## config.mk

```make
export PLATFORM = sky130hd
export DESIGN_NAME = reg_wr_sched
export DESIGN_NICKNAME = d
export VERILOG_FILES = /design/src/rtl/factocore_pkg.sv /design/src/rtl/rr_arb2.sv /design/src/rtl/reg_wr_sched.sv
export SDC_FILE = /design/constraint.sdc
export NUM_CORES = 1
export LEC_CHECK = 0
export BUFFER_PORTS_ARGS = -buffer_cell sky130_fd_sc_hd__buf_2
export CAP_MARGIN = 15
export CORE_ASPECT_RATIO = 2
export CORE_MARGIN = 2
export CORE_UTILIZATION = 43
export CTS_BUF_LIST = sky130_fd_sc_hd__clkbuf_8
export DETAILED_ROUTE_END_ITERATION = 7
export PLACE_DENSITY = 0.77
export SLEW_MARGIN = 20
export SYNTH_ARGS = -nofsm -noshare
export SYNTH_HDL_FRONTEND = slang
export SYNTH_HIERARCHICAL = 1
export SYNTH_SLANG_ARGS = --single-unit
```

## constraint.sdc

```tcl
create_clock -name clk -period 2.55 [get_ports clk]
set_input_delay 0.1275 -clock clk [delete_from_list [all_inputs] [get_ports clk]]
set_output_delay 0.1275 -clock clk [all_outputs]
set_load 0.02 [all_outputs]
```

## src/rtl/factocore_pkg.sv

```systemverilog
// Shared constants, port-ID encoding and helpers for the FactoCore register bank.
package factocore_pkg;

    localparam int unsigned DW   = 65;
    localparam int unsigned NREG = 7;
    localparam int unsigned AW   = 3;

    typedef logic port_id_t;

    localparam port_id_t PORT_H = 1'b0;
    localparam port_id_t PORT_C = 1'b1;

    typedef struct packed {
        logic [AW-1:0] addr;
        logic [DW-1:0] wdata;
    } wr_req_t;

    function automatic logic [NREG-1:0] onehot_dec(input logic [AW-1:0] addr);
        logic [NREG-1:0] dec;
        dec = '0;
        for (int unsigned i = 0; i < NREG; i++) begin
            dec[i] = (addr == AW'(i));
        end
        return dec;
    endfunction

    function automatic logic addr_legal(input logic [AW-1:0] addr);
        return (32'(addr) < NREG);
    endfunction

endpackage

```

## src/rtl/rr_arb2.sv

```systemverilog
// Two-input round-robin arbiter; a tie goes to the port that was not granted last.
module rr_arb2
    import factocore_pkg::*;
(
    input  logic     clk,
    input  logic     reset_n,
    input  logic     elig_h,
    input  logic     elig_c,
    output logic     gnt_vld_c,
    output port_id_t gnt_port_c
);

    port_id_t rr_last;

    always_comb begin
        gnt_vld_c  = elig_h | elig_c;
        gnt_port_c = PORT_H;
        if (elig_h && elig_c) begin
            gnt_port_c = (rr_last == PORT_H) ? PORT_C : PORT_H;
        end else if (elig_c) begin
            gnt_port_c = PORT_C;
        end
    end

    // Resetting to H lets the core win the first tie.
    always_ff @(posedge clk or negedge reset_n) begin
        if (!reset_n) begin
            rr_last <= PORT_H;
        end else if (gnt_vld_c) begin
            rr_last <= gnt_port_c;
        end
    end

endmodule

```

## src/rtl/reg_wr_sched.sv

```systemverilog
// Write scheduler for the 7-entry register bank: arbitrates host and core writers
// and drives the one-hot enable vector and shared data bus from registers.
module reg_wr_sched
    import factocore_pkg::*;
(
    input  logic            clk,
    input  logic            reset_n,
    input  logic            h_req,
    input  logic [AW-1:0]   h_addr,
    input  logic [DW-1:0]   h_wdata,
    output logic            h_ack,
    input  logic            c_req,
    input  logic [AW-1:0]   c_addr,
    input  logic [DW-1:0]   c_wdata,
    output logic            c_ack,
    input  logic            lock,
    output logic [NREG-1:0] en,
    output logic [DW-1:0]   d_in,
    output logic            addr_err,
    output logic            busy
);

    logic     elig_h_c;
    logic     elig_c_c;
    logic     gnt_vld_c;
    port_id_t gnt_port_c;
    wr_req_t  gnt_req_c;
    logic     gnt_ok_c;

    // A port is masked in its own ack cycle so a still-high request is not granted twice.
    assign elig_h_c = h_req & ~lock & ~h_ack;
    assign elig_c_c = c_req & ~c_ack;

    rr_arb2 u_arb (
        .clk        (clk),
        .reset_n    (reset_n),
        .elig_h     (elig_h_c),
        .elig_c     (elig_c_c),
        .gnt_vld_c  (gnt_vld_c),
        .gnt_port_c (gnt_port_c)
    );

    always_comb begin
        gnt_req_c = '{addr: h_addr, wdata: h_wdata};
        if (gnt_port_c == PORT_C) begin
            gnt_req_c = '{addr: c_addr, wdata: c_wdata};
        end
        gnt_ok_c = addr_legal(gnt_req_c.addr);
    end

    // Output registers; d_in keeps its value unless a legal write is granted.
    always_ff @(posedge clk or negedge reset_n) begin
        if (!reset_n) begin
            h_ack    <= 1'b0;
            c_ack    <= 1'b0;
            en       <= '0;
            busy     <= 1'b0;
            addr_err <= 1'b0;
            d_in     <= '0;
        end else begin
            h_ack    <= gnt_vld_c & (gnt_port_c == PORT_H);
            c_ack    <= gnt_vld_c & (gnt_port_c == PORT_C);
            en       <= (gnt_vld_c & gnt_ok_c) ? onehot_dec(gnt_req_c.addr) : '0;
            busy     <= gnt_vld_c & gnt_ok_c;
            addr_err <= gnt_vld_c & ~gnt_ok_c;
            if (gnt_vld_c && gnt_ok_c) begin
                d_in <= gnt_req_c.wdata;
            end
        end
    end

endmodule
```

==> results.tsv <==
stage	metric	value	unit
clock_tree	clockRootBuffer	clkbuf_8	
global_route	grt_max_degree	78	
drt	viasPerCell	4.90	
min_path	holdPathEnd	en[2]	
global_route	antenna_found_initial	0	
drt	first_pass_iters	4	
synth	synth.distinct_cells	25	
floorplanning	rows	49	
clock_tree	cts_setup_buffers	0	
clock_tree	h-tree-depth	3	
final_layout	fin_cells	579	
sta	hold_slack	132	ps
global_route	grt_use_total	0.188	
floorplanning	pin_count	217	
drt	antenna_left	0	
sta	period_minus_slack	2150	ps
placement	placed_cell_area	5010	µm²
sta	fin_skew	5.97	ps
sta	hold_violations	0	
floorplanning	coreArea	8890	µm²
drt	drt-wirelength-per-cell	15.6	µm
power	peakVddDrop	0.472	mV
final_layout	diodes	0	
sta	fmax	464	MHz
clock_tree	clkSlewWorstSetupHoldPaths	70	ps
floorplanning	dieArea	9810	µm²
flow_run	maxCapViolations	0	
final_layout	utilization	0.589	
clock_tree	clk_latency	340	ps
floorplanning	start_util	0.435	
critical_path	critPathLaunchType	register	
sta	worst_pin_slew	938	ps
synth	yosys_warnings	6	
placement	dp_hpwl	7.03	mm
critical_path	cp.arrival	2380	ps
sta	finalCritPeriodShare	0.844	
min_path	min_from	h_addr[1]	
placement	placed_cells	563	
final_layout	area_delta_synth_final	35.5	%
clock_tree	ctsLongestPathBuffers	2	
final_layout	fill_cells	749	
synth	yosysTopAreaCellShare	0.499	
sta	slew_headroom	0.375	
global_route	grt_pass1_vias	3030	
sta	timing.setup.tns	0	ps
drt	drc_errors	0	
synth	synth_area_per_cell	15.0	µm²
critical_path	crit_path_max_fanout	39	
sta	rsz0062_at_grt	no	
clock_tree	cts_tree	done	
synth	syn_area	3860	µm²
critical_path	worstReg2RegStart	h_ack	
sta	maxSlewViolCount	0	
synth	synth_top_area_cell	dfrtp_1	
power	power.density	782	nW/µm²
sta	setup_violations	0	
clock_tree	cts_inserted_buffers	9	
drt	drtIter0Drc	151	
global_route	grt_pass1_wl	14.5	mm
final_layout	final_common_cell	buf_2	
final_layout	final_cell_area	5240	µm²
placement	place.port_buffers	216	
drt	num_vias	2839	
power	p_leak	2.69	nW
synth	syn_nets	398	
critical_path	cp_data_required_time	2780	ps
final_layout	final_cell_mix	buf_2 (215), mux2_2 (91), dfrtp_1 (77), mux2_4 (39), nor2_1 (11)	
synth	netlist_instances	257	
min_path	hold_class	in -> reg	
global_route	globalRouteOverflowTotal	0	
critical_path	r2r_cells	6	
floorplanning	die_height	138	µm
placement	routabilityCongestion	0.811	
critical_path	worst-setup-path-type	reg -> reg	
drt	wirelength	9.05	mm
synth	yosys-top-cells-area	dfrtp_1 (50%), mux2_2 (27%), mux2_4 (15%)	
clock_tree	cts.sinks	77	
final_layout	drive_above_1_share	0.767	
min_path	hold_depth	3	
run_status	status	finished clean	
synth	ys_seq_area_frac	0.499	
critical_path	r2r_slack	400	ps
critical_path	worstReg2RegEnd	d_in[44]	
critical_path	cp-end-kind	register	
synth	ys_seq_elements	77	
floorplanning	die_w	71.0	µm
final_layout	nNetsFinal	614	
registers in the layout, indices dropped and copies added, names as in the netlist:
name and cells:
u_arb/rr_last 1, en 7, addr_err 1, busy 1
c_ack 1, h_ack 1, d_in 65
worst max-delay path, stage by stage, from the launching register on:
cell and delay [ps]:
dfrtp_1 380, nor3b_1 450, a21boi_4 120, nand4b_1 260, nand3_4 150, buf_12 260
mux2_2 370
worst max-delay path by stage:
stage | start | end | cells past startpoint
5_1_grt | h_ack | d_in[44] | 6
3_3_place_gp | h_ack | d_in[44] | 6
6_report | h_ack | d_in[44] | 6
3_5_place_dp | h_ack | d_in[51] | 6
2_1_floorplan | c_ack | d_in[10] | 6
4_1_cts | h_ack | d_in[45] | 6
cell families after synthesis:
| family | count (synthesis) | share of synthesized area |
|---|---|---|
| multiplexers | 131 | 0.419 |
| flip-flops | 77 | 0.499 |
| AND/OR/NAND/NOR | 24 | 0.0314 |
| buffers and inverters | 19 | 0.0395 |
| AO/OA/AOI/OAI | 6 | 0.0110 |
layout make-up:
type / count / area (µm²) / share of cell area
Timing Repair Buffer: 221 / 1150 / 0.219
Clock buffer: 10 / 138 / 0.0263
Sequential cell: 77 / 1930 / 0.368
Inverter: 3 / 11.3 / 0.00215
Clock inverter: 5 / 76.3 / 0.0146
Multi-Input combinational cell: 161 / 1810 / 0.345
Tap cell: 102 / 128 / 0.0244
stage by stage:
| step | total power [mW] | setup WS, ps |
|---|---|---|
| after global placement | 3.10 | 509 |
| after detailed placement | 3.14 | 428 |
| final | 4.09 | 397 |
| after CTS | 4.14 | 408 |
| after floorplan | 2.62 | 501 |
| after global routing | 4.30 | 274 |
Yosys cell counts:
cell type and number:
nand2_1 2, a31oi_1 1, nor2_1 11, nor3_1 1, buf_6 10, a21oi_1 2
and3b_1 1, clkbuf_1 1, a32oi_1 1, nor3b_1 1, nor2b_1 2, buf_2 5
o32a_1 1, nand3_1 1, nand4_1 1, a21boi_0 1, mux2_4 39, or2_1 1
inv_1 3, mux2i_1 1, nand2b_1 1, mux2_2 91, nand4b_1 1, and2_1 1
dfrtp_1 77
repair_timing:
| action | 4_1_cts | 5_1_grt |
|---|---|---|
| hold buffers | 1 | 0 |
| endpoints found under the hold margin | 77 | 0 |
| resized for setup | 0 | 0 |
per-layer routing:
metal / GRT usage / part of all wire / vias up / routed length (µm)
met5: 0 / 0 / - / 0
met4: 0.111 / 0.042 / 0 / 380
met3: 0.0364 / 0.054 / 27 / 487
met2: 0.340 / 0.56 / 122 / 5090
met1: 0.194 / 0.34 / 1346 / 3090
li1: - / - / 1344 / -
power by group:
group          switching, mW  internal [mW]  total [mW]
Clock                  0.422          0.567       0.989
Sequential             0.139           1.49        1.63
Combinational          0.758          0.720        1.48
Power figures use the tool's default switching activity.
